--- src/rtl/computer_pkg.sv ---
// Shared definitions for the computer datapath.
// Read-return owner tags and default RAM port widths.
package computer_pkg;

    localparam int ADDR_WIDTH = 10;
    localparam int DATA_WIDTH = 32;

    typedef enum logic [1:0] {
        OWNER_NONE = 2'd0,
        OWNER_PROC = 2'd1,
        OWNER_DBG  = 2'd2
    } owner_e;

endpackage

--- src/rtl/data_memory_arbiter_if.sv ---
// Bus bundle between the two RAM requesters, the RAM and the arbiter.
// master = requester/RAM side, slave = arbiter side.
interface data_memory_arbiter_if #(
    parameter int ADDR_WIDTH = computer_pkg::ADDR_WIDTH,
    parameter int DATA_WIDTH = computer_pkg::DATA_WIDTH
);
    logic                  proc_req;
    logic                  proc_write;
    logic [ADDR_WIDTH-1:0] proc_address;
    logic [DATA_WIDTH-1:0] proc_write_value;
    logic                  proc_grant;
    logic                  proc_read_valid;
    logic [DATA_WIDTH-1:0] proc_read_value;

    logic                  dbg_req;
    logic                  dbg_write;
    logic [ADDR_WIDTH-1:0] dbg_address;
    logic [DATA_WIDTH-1:0] dbg_write_value;
    logic                  dbg_grant;
    logic                  dbg_read_valid;
    logic [DATA_WIDTH-1:0] dbg_read_value;

    logic [ADDR_WIDTH-1:0] mem_address;
    logic [DATA_WIDTH-1:0] mem_write_value;
    logic                  mem_write_enable;
    logic [DATA_WIDTH-1:0] mem_read_value;

    logic                  starved;

    modport master (
        output proc_req, proc_write, proc_address, proc_write_value,
        input  proc_grant, proc_read_valid, proc_read_value,
        output dbg_req, dbg_write, dbg_address, dbg_write_value,
        input  dbg_grant, dbg_read_valid, dbg_read_value,
        input  mem_address, mem_write_value, mem_write_enable,
        output mem_read_value,
        input  starved
    );

    modport slave (
        input  proc_req, proc_write, proc_address, proc_write_value,
        output proc_grant, proc_read_valid, proc_read_value,
        input  dbg_req, dbg_write, dbg_address, dbg_write_value,
        output dbg_grant, dbg_read_valid, dbg_read_value,
        output mem_address, mem_write_value, mem_write_enable,
        input  mem_read_value,
        output starved
    );

endinterface

--- src/rtl/starvation_counter.sv ---
// Saturating counter with clear; counts debug-blocked processor grants.
// o_at_max flags the cycle where debug must be forced through.
module starvation_counter #(
    parameter int MAX_WAIT = 4,
    parameter int CW       = $clog2(MAX_WAIT + 1)
) (
    input  logic          clock,
    input  logic          reset,
    input  logic          i_inc,
    input  logic          i_clr,
    output logic [CW-1:0] o_count,
    output logic          o_at_max
);

    logic [CW-1:0] r_count;

    // Clear dominates; increment stops at MAX_WAIT.
    always_ff @(posedge clock or negedge reset) begin
        if (!reset) begin
            r_count <= '0;
        end else if (i_clr) begin
            r_count <= '0;
        end else if (i_inc && !o_at_max) begin
            r_count <= r_count + 1'b1;
        end
    end

    assign o_count  = r_count;
    assign o_at_max = (r_count == CW'(MAX_WAIT));

endmodule

--- src/rtl/data_memory_arbiter.sv ---
// Shares the single data-RAM port between processor and debug/loader.
// Processor has priority; debug is forced through after MAX_WAIT losses.
module data_memory_arbiter #(
    parameter int ADDR_WIDTH = computer_pkg::ADDR_WIDTH,
    parameter int DATA_WIDTH = computer_pkg::DATA_WIDTH,
    parameter int MAX_WAIT   = 4
) (
    input logic                 clock,
    input logic                 reset,
    data_memory_arbiter_if.slave bus
);
    import computer_pkg::*;

    localparam int CW = $clog2(MAX_WAIT + 1);

    logic                  w_dbg_win;
    logic                  w_proc_win;
    logic                  w_at_max;
    logic                  w_inc;
    logic                  w_clr;
    logic [CW-1:0]         w_wait_count;
    owner_e                w_rd_owner_nxt;
    owner_e                r_rd_owner;
    logic [DATA_WIDTH-1:0] r_proc_hold;
    logic [DATA_WIDTH-1:0] r_dbg_hold;

    // Per-cycle arbitration, RAM mux and read-tag selection.
    always_comb begin
        w_dbg_win  = reset & bus.dbg_req & (~bus.proc_req | w_at_max);
        w_proc_win = reset & bus.proc_req & ~w_dbg_win;

        bus.mem_address     = bus.proc_address;
        bus.mem_write_value = bus.proc_write_value;
        if (w_dbg_win) begin
            bus.mem_address     = bus.dbg_address;
            bus.mem_write_value = bus.dbg_write_value;
        end
        bus.mem_write_enable = (w_dbg_win & bus.dbg_write)
                             | (w_proc_win & bus.proc_write);

        w_rd_owner_nxt = OWNER_NONE;
        if (w_dbg_win && !bus.dbg_write) begin
            w_rd_owner_nxt = OWNER_DBG;
        end else if (w_proc_win && !bus.proc_write) begin
            w_rd_owner_nxt = OWNER_PROC;
        end

        w_inc = w_proc_win & bus.dbg_req;
        w_clr = w_dbg_win | ~bus.dbg_req;
    end

    assign bus.proc_grant = w_proc_win;
    assign bus.dbg_grant  = w_dbg_win;
    assign bus.starved    = w_dbg_win & bus.proc_req;

    starvation_counter #(
        .MAX_WAIT (MAX_WAIT),
        .CW       (CW)
    ) u_starve (
        .clock    (clock),
        .reset    (reset),
        .i_inc    (w_inc),
        .i_clr    (w_clr),
        .o_count  (w_wait_count),
        .o_at_max (w_at_max)
    );

    // Remember who issued this cycle's read so the data returns to them.
    always_ff @(posedge clock or negedge reset) begin
        if (!reset) begin
            r_rd_owner <= OWNER_NONE;
        end else begin
            r_rd_owner <= w_rd_owner_nxt;
        end
    end

    // Keep each side's last returned data while the RAM serves the other.
    always_ff @(posedge clock or negedge reset) begin
        if (!reset) begin
            r_proc_hold <= '0;
            r_dbg_hold  <= '0;
        end else begin
            if (r_rd_owner == OWNER_PROC) begin
                r_proc_hold <= bus.mem_read_value;
            end
            if (r_rd_owner == OWNER_DBG) begin
                r_dbg_hold <= bus.mem_read_value;
            end
        end
    end

    assign bus.proc_read_valid = (r_rd_owner == OWNER_PROC);
    assign bus.dbg_read_valid  = (r_rd_owner == OWNER_DBG);
    assign bus.proc_read_value = bus.proc_read_valid
                               ? bus.mem_read_value : r_proc_hold;
    assign bus.dbg_read_value  = bus.dbg_read_valid
                               ? bus.mem_read_value : r_dbg_hold;

endmodule

--- src/flat_wrapper.sv ---
// flat-port wrapper written by rule: the top's interface ports become plain ports
module data_memory_arbiter_flat import computer_pkg::*;
#(
    parameter int ADDR_WIDTH = computer_pkg::ADDR_WIDTH,
    parameter int DATA_WIDTH = computer_pkg::DATA_WIDTH,
    parameter int MAX_WAIT   = 4
)
  (clock, reset, bus_proc_req, bus_proc_write, bus_proc_address, bus_proc_write_value, bus_proc_grant, bus_proc_read_valid, bus_proc_read_value, bus_dbg_req, bus_dbg_write, bus_dbg_address, bus_dbg_write_value, bus_dbg_grant, bus_dbg_read_valid, bus_dbg_read_value, bus_mem_address, bus_mem_write_value, bus_mem_write_enable, bus_mem_read_value, bus_starved);
  data_memory_arbiter_if #(.ADDR_WIDTH(ADDR_WIDTH), .DATA_WIDTH(DATA_WIDTH)) bus_i ();
  input logic clock;
  input logic reset;
  input wire logic [$bits(bus_i.proc_req)-1:0] bus_proc_req;
  input wire logic [$bits(bus_i.proc_write)-1:0] bus_proc_write;
  input wire logic [$bits(bus_i.proc_address)-1:0] bus_proc_address;
  input wire logic [$bits(bus_i.proc_write_value)-1:0] bus_proc_write_value;
  output wire logic [$bits(bus_i.proc_grant)-1:0] bus_proc_grant;
  output wire logic [$bits(bus_i.proc_read_valid)-1:0] bus_proc_read_valid;
  output wire logic [$bits(bus_i.proc_read_value)-1:0] bus_proc_read_value;
  input wire logic [$bits(bus_i.dbg_req)-1:0] bus_dbg_req;
  input wire logic [$bits(bus_i.dbg_write)-1:0] bus_dbg_write;
  input wire logic [$bits(bus_i.dbg_address)-1:0] bus_dbg_address;
  input wire logic [$bits(bus_i.dbg_write_value)-1:0] bus_dbg_write_value;
  output wire logic [$bits(bus_i.dbg_grant)-1:0] bus_dbg_grant;
  output wire logic [$bits(bus_i.dbg_read_valid)-1:0] bus_dbg_read_valid;
  output wire logic [$bits(bus_i.dbg_read_value)-1:0] bus_dbg_read_value;
  output wire logic [$bits(bus_i.mem_address)-1:0] bus_mem_address;
  output wire logic [$bits(bus_i.mem_write_value)-1:0] bus_mem_write_value;
  output wire logic [$bits(bus_i.mem_write_enable)-1:0] bus_mem_write_enable;
  input wire logic [$bits(bus_i.mem_read_value)-1:0] bus_mem_read_value;
  output wire logic [$bits(bus_i.starved)-1:0] bus_starved;
  assign bus_i.proc_req = bus_proc_req;
  assign bus_i.proc_write = bus_proc_write;
  assign bus_i.proc_address = bus_proc_address;
  assign bus_i.proc_write_value = bus_proc_write_value;
  assign bus_proc_grant = bus_i.proc_grant;
  assign bus_proc_read_valid = bus_i.proc_read_valid;
  assign bus_proc_read_value = bus_i.proc_read_value;
  assign bus_i.dbg_req = bus_dbg_req;
  assign bus_i.dbg_write = bus_dbg_write;
  assign bus_i.dbg_address = bus_dbg_address;
  assign bus_i.dbg_write_value = bus_dbg_write_value;
  assign bus_dbg_grant = bus_i.dbg_grant;
  assign bus_dbg_read_valid = bus_i.dbg_read_valid;
  assign bus_dbg_read_value = bus_i.dbg_read_value;
  assign bus_mem_address = bus_i.mem_address;
  assign bus_mem_write_value = bus_i.mem_write_value;
  assign bus_mem_write_enable = bus_i.mem_write_enable;
  assign bus_i.mem_read_value = bus_mem_read_value;
  assign bus_starved = bus_i.starved;
  data_memory_arbiter #(.ADDR_WIDTH(ADDR_WIDTH), .DATA_WIDTH(DATA_WIDTH), .MAX_WAIT(MAX_WAIT)) u_core (.clock(clock), .reset(reset), .bus(bus_i));
endmodule
--- config.mk ---
export PLATFORM = sky130hd
export DESIGN_NAME = data_memory_arbiter_flat
export DESIGN_NICKNAME = d
export VERILOG_FILES = /design/src/rtl/computer_pkg.sv /design/src/rtl/data_memory_arbiter_if.sv /design/src/rtl/starvation_counter.sv /design/src/rtl/data_memory_arbiter.sv /design/src/flat_wrapper.sv
export SDC_FILE = /design/constraint.sdc
export NUM_CORES = 1
export LEC_CHECK = 0
export ABC_AREA = 1
export CORE_MARGIN = 3
export CORE_UTILIZATION = 38
export CTS_BUF_LIST = sky130_fd_sc_hd__clkbuf_16
export CTS_CLUSTER_SIZE = 20
export DETAILED_ROUTE_END_ITERATION = 10
export PLACE_DENSITY_LB_ADDON = 0.15
export SLEW_MARGIN = 20
export SYNTH_ARGS = -nofsm -noshare
export SYNTH_HDL_FRONTEND = slang
export SYNTH_SLANG_ARGS = --single-unit
export TNS_END_PERCENT = 100
--- constraint.sdc ---
create_clock -name clock -period 2.6 [get_ports clock]
set_clock_uncertainty 0.05 [all_clocks]
set_input_delay 0.52 -clock clock [delete_from_list [all_inputs] [get_ports clock]]
set_output_delay 0.52 -clock clock [all_outputs]
set_load 0.01 [all_outputs]
==> metrics, run 1 <==
IO Count about 230; Cells after Synth 419; Total Neg Setup Slack 0 ps; Reg clk slew, reported paths around 60 ps; initial DRC count roughly 140; worst-path fanout max 47; final net count between 700 and 800; Max Slew Vio Count 0; WS Path Type flip-flop to output port; WL final about 11,000 µm; DRC Markers 0; worst hold path class flip-flop to flip-flop; Slew Limit Headroom between 40 and 50%; gr ovfl total 0; placed cells about 750; LEAKAGE between 0.003 and 0.004 µW; first-pass GRT wire length about 17,000 µm; synth top area cells dfrtp_1 53%, nand2_1 22%, o21ai_0 6.6%, inv_1 5.0%, o21ai_1 3.5%; Comb pwr share between 30% and 40%; Crit. End Element output port; #FFs+latches synth 69; CTS tree yes; Worst Slack Setup Final 37.9 ps; final cell count without fillers ~770; H-tree Lvls 3; worst slack, placed -175 ps; Final HPWL DP approximately 8500 µm; WHS about 430 ps; peak supply drop about 0.00037 V; hold buffer count at CTS 0; Yosys cell types 17; syn nets ~540; Die Width 98.8 µm; number of max-cap violations 0; 1st-pass router iterations 4; vias in the first global route 3,571; sequential fraction of design power 34.5%; Final GP Congestion a little under 0.9; Net Sw Frac between 20% and 30%; GR Util All Layers about 22%; f_max 390 MHz; fill count about 650; outcome finished clean; final core utilization approximately three quarters; layout cells sized above 1 under 10%; worst-skew pair later-pin latency between 300 and 400 ps; post-synth top area share 52.8%; CTS sink count just under 70; register area share after synthesis between 50% and 60%; cell area after synthesis ~3300 µm²; Antenna Nets Post-Route 0; Vias 3,437; area leader, netlist dfrtp_1; final setup fails 0; Rows 33; post-layout minimum cycle time roughly 2600 ps; Worst setup SP type flip-flop; IO Port Bufs ~230; Num CTS Buffers 9; PD cells 642 nW/µm²; synth-to-layout area growth 85.6%; die area around 9800 µm²; Final Hold Viols 0; clock buffer depth 2; Sw Pwr about 1000 µW; core footprint roughly 8300 µm²; CTS root buf clkbuf_16; Tcrit/Tclk final a little over nine tenths; Die Span Y about 99 µm; Avg Cell Area, Syn a little under 8 µm²; Slew @ Worst Pin between 800 and 900 ps; Wirelength per Cell ~14 µm; vias per inst roughly 4.5; initial antenna violation count 0; Arr. time, crit path between 1500 and 2000 ps; total number of yosys warnings 0; Worst EP required 2030 ps; number of diodes 0; clock power share 34.8%; largest net degree at the start of global routing 71; unrepaired setup endpoints after global routing true; internal power of the cells roughly 2900 µW; Initial Utilization between 30% and 40%
## registers in the layout, summed over array words and instances, names as in the netlist
signal                   flops
u_core.r_proc_hold          32
u_core.r_dbg_hold           32
u_core.r_rd_owner            2
u_core.u_starve.o_count      3
## layout make-up
cell class                      instances  area [µm²]  share of cell area, %
Clock inverter                          7         115                   1.90
Inverter                               44         165                   2.72
Tap cell                              105         131                   2.16
Sequential cell                        69        1730                   28.4
Timing Repair Buffer                  248        2470                   40.7
Clock buffer                            9         225                   3.71
Multi-Input combinational cell        284        1240                   20.4
## power by group through the flow
| stage | clock network [µW] | registers, µW | logic, µW |
|---|---|---|---|
| floorplan | 0 | 1350 | 460 |
| global placement | 0 | 1350 | 1270 |
| detailed placement | 0 | 1360 | 1280 |
| CTS | 1380 | 1350 | 1220 |
| global route | 1430 | 1360 | 1300 |
| finish | 1360 | 1350 | 1190 |
## cell usage in the layout, fill, tap and decap left out, types with 2 or more instances in the layout
| cell type | Yosys | layout |
|---|---|---|
| o21ai_1 | 23 | 19 |
| clkbuf_16 | 0 | 9 |
| dfrtp_1 | 69 | 69 |
| nand2_2 | 9 | 10 |
| dlymetal6s2s_1 | 0 | 13 |
| bufinv_16 | 0 | 3 |
| nor2_1 | 6 | 6 |
| buf_4 | 0 | 9 |
| nand2_1 | 193 | 192 |
| dlygate4sd2_1 | 0 | 60 |
| inv_1 | 44 | 45 |
| buf_12 | 0 | 6 |
| ha_1 | 2 | 2 |
| clkdlybuf4s50_1 | 0 | 159 |
| o21ai_2 | 0 | 4 |
| o21ai_0 | 43 | 43 |
| nand3_1 | 3 | 3 |
## per-stage QoR
stage	cell area (µm²)	total power, µW
floorplan	3270	1810
global placement	5750	2620
detailed placement	5750	2640
CTS	6030	3950
global route	6070	4100
finish	6070	3900
## critical path: stages, from the launching register on
cell and delay (ps):
dfrtp_1 380, or2_2 330, buf_12 190, o21ai_1 200, clkdlybuf4s50_1 570
## kinds of logic after synthesis
group           Yosys count  share of synthesized area [%]
flops                    69                           52.8
buf+inv                  66                           9.98
compound gates           67                           10.6
fa+ha+maj                 2                          0.764
simple gates            215                           25.9
## layer usage
metal	track usage, %	vias to the layer above	part of all wire, %
li1	-	1754	-
met2	40.2	128	53
met3	6.51	8	8.2
met4	7.67	0	1.1
met1	24.6	1547	38
met5	0	-	0
## worst paths after layout
kind / from / endpoint / slack [ps] / cells past startpoint
max in group asynchronous: reset / u_core.r_proc_hold[1] / 1530 / 2
worst min-delay path: u_core.r_dbg_hold[6] / u_core.r_dbg_hold[6] / 430 / 2
worst max register to register: u_core.u_starve.o_count[0] / u_core.r_rd_owner[1] / 1210 / 8
worst max-delay path: u_core.r_rd_owner[0] / bus_dbg_read_value[19] / 40 / 4
worst min register to register: u_core.r_dbg_hold[6] / u_core.r_dbg_hold[6] / 430 / 2
min in group asynchronous: reset / u_core.r_rd_owner[1] / 450 / 2
## repair_timing
item | CTS | global route
pin swaps | 1 | 0
endpoints found under the setup margin | 60 | 17
buffers inserted | 1 | 0
resized for setup | 61 | 16
## Yosys cell counts
library cell and instances:
nand2_1 193, nor2_1 6, ha_1 2, a21oi_4 1
clkbuf_1 4, o21ai_1 23, nand3b_1 1, buf_6 9
nor3_1 1, o21ai_0 43, nand2_2 9, or2_1 1
inv_1 44, buf_2 9, nand2_4 1, dfrtp_1 69
nand3_1 3
Power figures use the tool's default switching activity.
==> inputs of run 2 (changes only) <==
--- a/config.mk
+++ b/config.mk
@@ -7,9 +7,8 @@
 export LEC_CHECK = 0
 export ABC_AREA = 1
 export CORE_MARGIN = 3
-export CORE_UTILIZATION = 38
+export CORE_UTILIZATION = 32
 export CTS_BUF_LIST = sky130_fd_sc_hd__clkbuf_16
-export CTS_CLUSTER_SIZE = 20
 export DETAILED_ROUTE_END_ITERATION = 10
 export PLACE_DENSITY_LB_ADDON = 0.15
 export SLEW_MARGIN = 20
==> constraint.sdc (replaced) <==
create_clock -name clock -period 2.2 [get_ports clock]
set_clock_uncertainty 0.05 [all_clocks]
set_input_delay 0.44 -clock clock [delete_from_list [all_inputs] [get_ports clock]]
set_output_delay 0.44 -clock clock [all_outputs]
set_load 0.01 [all_outputs]
==> run 2 against run 1 <==
Net effect:
- the flow now finishes with violations (setup timing)
- wire length is 14% higher
- core utilization is 3.5 points lower
- final area is 13% higher
- worst hold slack worse by 52 ps
- worst setup slack worse by 170 ps
- count of clock-buffer cells in the layout stayed put
- via count is 9.1% higher
- combinational power is 38% higher
- die area is 18% higher
==> metrics, run 2 (synthesis results as in run 1) <==
Die Span Y around 110 µm; H-tree Lvls 3; LEAKAGE between 0.003 and 0.004 µW; number of diodes 0; Vias 3,751; Total Neg Setup Slack -1940 ps; Final Cell Area 6870 µm²; Net Sw Frac roughly 29%; most frequent cells in the layout 142 x nand2_1, 118 x clkdlybuf4s50_1, 69 x dfrtp_1; synth-to-layout area growth 110%; internal power of the cells between 3000 and 4000 µW; largest net degree at the start of global routing between 70 and 80; worst slack, placed -403 ps; Max Slew Vio Count 0; 1st-pass router iterations 4; worst-skew pair later-pin latency ~320 ps; Comb pwr share a little over a third; Die Width between 100 and 150 µm; PD cells slightly below 700 nW/µm²; core footprint between 9000 and 10,000 µm²; most common cell after layout, fill and taps aside nand2_1; hold buffer count at CTS 0; initial DRC count 150; outcome complete, but fails checks; worst-path fanout max 6; number of max-cap violations 0; Num CTS Buffers 9; CTS tree yes; Slew @ Worst Pin slightly below 900 ps; post-layout minimum cycle time roughly 2300 ps; clock buffer depth 2; final net count 841; unrepaired setup endpoints after global routing true; die area 11,500 µm²; vias in the first global route between 3,000 and 4,000; layout cells sized above 1 34.1%; IO Count between 200 and 250; Slew Limit Headroom between 40% and 50%; Final Hold Viols 0; Final HPWL DP 8690 µm; Rows 36; Worst EP required around 1700 ps; f_max 429 MHz; Sw Pwr between 1000 and 1500 µW; final setup fails 34; initial antenna violation count 0; Worst Slack Setup Final -132 ps; Crit. End Element output port; WHS about 380 ps; worst hold path class primary input to async pin; gr ovfl total 0; IO Port Bufs about 230; Final GP Congestion around 0.74; WL final 12,500 µm; CTS root buf clkbuf_16; first-pass GRT wire length approximately 18,000 µm; Initial Utilization about 33%; WS Path Type flip-flop to output port; clock power share roughly 30%; GR Util All Layers between 20% and 30%; Tcrit/Tclk final 106%; post-place instance area 6060 µm²; failing checks setup timing; Worst setup SP type flip-flop; Arr. time, crit path ~1800 ps; Reg clk slew, reported paths 50 ps; vias per inst about 4.4; Wirelength per Cell approximately 15 µm; Antenna Nets Post-Route 0; CTS sink count about 70; DRC Markers 0; peak supply drop roughly 0.00043 V; sequential fraction of design power roughly a third
run 2: timing repair:
item / in CTS / in global routing
cloned: 4 / 3
hold endpoints to repair: 0 / 0
setup buffers: 17 / 4
pin swaps: 4 / 22
resized for setup: 356 / 116
endpoints found under the setup margin: 112 / 89
run 2: critical path, cell delays in order, from the launching register on:
cell	delay (ps)
dfrtp_1	390
inv_2	90
ha_4	140
nand2_4	70
a21oi_4	200
buf_6	170
buf_16	130
buf_6	110
nand2_2	50
nand2_2	60
buf_6	100
run 2: per-layer routing:
layer	vias to the layer above	share of wire (%)	GRT usage (%)
met5	-	0	0
met4	0	1.8	5.66
met3	20	6.4	5.24
met2	141	51	33.4
met1	1699	41	26.3
li1	1891	-	-
run 2: path summary, 6_finish.rpt:
| check | from | to | slack, ps | depth (start not counted) |
|---|---|---|---|---|
| min | reset | u_core.r_rd_owner[0] | 380 | 3 |
| max in group asynchronous | reset | u_core.u_starve.o_count[1] | 1140 | 3 |
| max reg2reg | u_core.u_starve.o_count[1] | u_core.r_rd_owner[0] | 760 | 8 |
| min reg2reg | u_core.r_dbg_hold[11] | u_core.r_dbg_hold[11] | 420 | 2 |
| max | u_core.u_starve.o_count[1] | bus_mem_write_value[2] | -130 | 10 |
| min in group clock | u_core.r_dbg_hold[11] | u_core.r_dbg_hold[11] | 420 | 2 |
run 2: final cells by class:
type | count | area, µm²
Multi-Input combinational cell | 284 | 1490
Inverter | 44 | 165
Fill cell | 812 | 3000
Clock buffer | 9 | 225
Clock inverter | 7 | 73.8
Tap cell | 133 | 166
Sequential cell | 69 | 1730
Timing Repair Buffer | 309 | 3020
run 2: power groups by stage:
| stage | sequential (µW) | combinational, µW | clock, µW |
|---|---|---|---|
| 6_report | 1590 | 1640 | 1410 |
| 5_1_grt | 1610 | 1790 | 1500 |
| 4_1_cts | 1590 | 1560 | 1450 |
| 3_5_place_dp | 1610 | 1670 | 0 |
| 3_3_place_gp | 1600 | 1650 | 0 |
| 2_1_floorplan | 1590 | 544 | 0 |
run 2: metrics by stage:
| stage | cells | power, µW | utilization [%] |
|---|---|---|---|
| 2_1_floorplan | 419 | 2130 | - |
| 3_3_place_gp | 813 | 3250 | 61.4 |
| 3_5_place_dp | 813 | 3280 | 61.4 |
| 4_1_cts | 849 | 4600 | 65.7 |
| 5_1_grt | 855 | 4900 | 69.6 |
| 6_report | 855 | 4640 | 69.6 |
==> inputs of run 3 (changes only) <==
--- a/config.mk
+++ b/config.mk
@@ -6,8 +6,9 @@
 export NUM_CORES = 1
 export LEC_CHECK = 0
 export ABC_AREA = 1
+export CAP_MARGIN = 20
 export CORE_MARGIN = 3
-export CORE_UTILIZATION = 32
+export CORE_UTILIZATION = 38
 export CTS_BUF_LIST = sky130_fd_sc_hd__clkbuf_16
 export DETAILED_ROUTE_END_ITERATION = 10
 export PLACE_DENSITY_LB_ADDON = 0.15
==> constraint.sdc (replaced) <==
create_clock -name clock -period 2.8 [get_ports clock]
set_clock_uncertainty 0.05 [all_clocks]
set_input_delay 0.56 -clock clock [delete_from_list [all_inputs] [get_ports clock]]
set_output_delay 0.56 -clock clock [all_outputs]
set_load 0.01 [all_outputs]
==> run 3 against run 2 <==
Net effect:
- the run now ends clean
- count of clock-buffer cells in the layout did not move
- sequential share of layout area rose by 2.9 points
- register-to-register slack improved by 530 ps
- global-route usage rose by 2.2 points
- via count fell by 5.8%
- largest power group is now registers
- highest routed layer unchanged
==> metrics, run 3 (synthesis results as in run 1) <==
Die Span Y just under 100 µm; Sequential Area 1730 µm²; post-layout minimum cycle time roughly 2800 ps; worst path bufs/invs 3; CTS sink count a little under 70; gr ovfl total 0; crit-path max cell delay around 530 ps; Sw Pwr slightly below 1000 µW; Antenna Nets Post-Route 0; IO Port Bufs ~230; Comb pwr share approximately a third; initial DRC count between 100 and 150; worst hold path class flip-flop to flip-flop; first-pass GRT wire length approximately 17,000 µm; largest net degree at the start of global routing 71; Rows 33; 1st-pass router iterations 4; number of diodes 0; PD cells around 570 nW/µm²; worst-skew pair later-pin latency 320 ps; Die Width between 90 and 100 µm; worst slack, placed -64.9 ps; layout cells sized above 1 8.32%; CTS root buf clkbuf_16; LEAKAGE 0.00317 µW; initial antenna violation count 0; Slew @ Worst Pin 836 ps; hold buffer count at CTS 0; Worst EP required around 2200 ps; die area slightly below 10,000 µm²; Net Sw Frac ~28%; clock power share 30.9%; slowest stage cell, crit path clkdlybuf4s50_1; vias per inst around 4.5; DRC Markers 0; Final Hold Viols 0; Reg clk slew, reported paths 50 ps; core footprint between 8000 and 9000 µm²; final net count 792; Crit. End Element output port; Num CTS Buffers 9; Wirelength per Cell ~15 µm; final cell count without fillers just under 800; GR Util All Layers between 20 and 25%; worst reg-to-reg setup slack 1290 ps; most common cell after layout, fill and taps aside nand2_1; multi-input logic area ~1200 µm²; Final GP Congestion 0.874; Max Slew Vio Count 0; delay-heaviest family, CP buffers and inverters; Worst setup SP type primary input; sequential fraction of design power a little over a third; Slew Limit Headroom between 40 and 50%; H-tree Lvls 3; IO Count between 200 and 250; vias in the first global route between 3,000 and 4,000; Worst Slack Setup Final around 24 ps; clock buffer depth 2; WS Path Type primary input to output port; most frequent cells in the layout 192 x nand2_1, 186 x clkdlybuf4s50_1, 69 x dfrtp_1; synth-to-layout area growth 88.4%; Cell Chain, Critical Path clkdlybuf4s50_1, nand2_2, a21oi_4, buf_12, nand2_1, nand2_1, clkdlybuf4s50_1; outcome finished clean; worst-path fanout max 6; fill count ~640; WL final between 10,000 and 15,000 µm; Initial Utilization around two fifths; final core utilization between 70% and 80%; placed cells about 750; CTS tree yes; final setup fails 0; Tcrit/Tclk final 99.1%; peak supply drop ~0.00034 V; number of max-cap violations 0; internal power of the cells 2540 µW; Vias between 3,000 and 4,000; Final HPWL DP 8700 µm; Arr. time, crit path roughly 2200 ps; f_max 360 MHz
[run 3: cell types whose count changed in the layout (fill, tap and decap cells not counted), sizes merged]
cell	delta
clkinvlp	+1
clkdlybuf4s50	+68
clkinv	-1
buf	-95
clkdlybuf4s15	-26
dlygate4sd2	+5
clkbuf	-5
dlymetal6s2s	+4
[run 3: path summary, 6_finish.rpt]
| check | cells after the start | to | startpoint |
|---|---|---|---|
| max reg2reg | 7 | u_core.r_rd_owner[0] | u_core.u_starve.o_count[0] |
| min | 2 | u_core.r_proc_hold[5] | u_core.r_proc_hold[5] |
| max in group asynchronous | 2 | u_core.r_dbg_hold[27] | reset |
| min in group asynchronous | 2 | u_core.r_dbg_hold[26] | reset |
| max | 7 | bus_mem_write_value[13] | bus_dbg_req |
| min reg2reg | 2 | u_core.r_proc_hold[5] | u_core.r_proc_hold[5] |
[run 3: area by class of cell]
| class | count | area share [%] |
|---|---|---|
| inverter | 44 | 2.68 |
| clock buffer | 9 | 3.65 |
| timing repair buffer | 260 | 42.5 |
| clock inverter | 7 | 1.10 |
| tap | 105 | 2.13 |
| sequential | 69 | 28.0 |
| multi-input combinational | 284 | 19.9 |
[run 3: metrics by stage]
step	hold WS, ps	total power, µW	cell area (µm²)	TNS (ps)
3_3_place_gp	429	2430	5750	-198
5_1_grt	480	3700	6170	-6.64
3_5_place_dp	434	2450	5750	-1240
6_report	441	3500	6170	0
4_1_cts	447	3520	6000	0
2_1_floorplan	214	1680	3270	0
[run 3: layer usage]
metal | GRT usage [%] | share of wire, % | wire length, µm
met1 | 25.0 | 37 | 4260
met2 | 39.5 | 53 | 6030
met3 | 8.78 | 8.2 | 933
met4 | 7.14 | 1.9 | 223
met5 | 0 | 0 | 0
[run 3: timing repair]
action                                  4_1_cts  5_1_grt
pin swaps                                     1        1
gates cloned                                  0        3
endpoints found under the setup margin       42       33
resized for setup                            40       16
setup buffers                                 2        9
[run 3: worst reg2reg max path, cell delays in order, from the launching register on]
cell       delay (ps)
dfrtp_1           380
inv_1              90
ha_1              170
nand2_2            80
a21oi_4           250
buf_4             180
clkbuf_16         150
nor3_1             50
[run 3: power groups by stage]
stage / clock network (µW) / logic (µW) / registers (µW)
2_1_floorplan: 0 / 428 / 1250
3_3_place_gp: 0 / 1170 / 1250
3_5_place_dp: 0 / 1190 / 1260
4_1_cts: 1100 / 1170 / 1250
5_1_grt: 1160 / 1280 / 1260
6_report: 1080 / 1170 / 1250
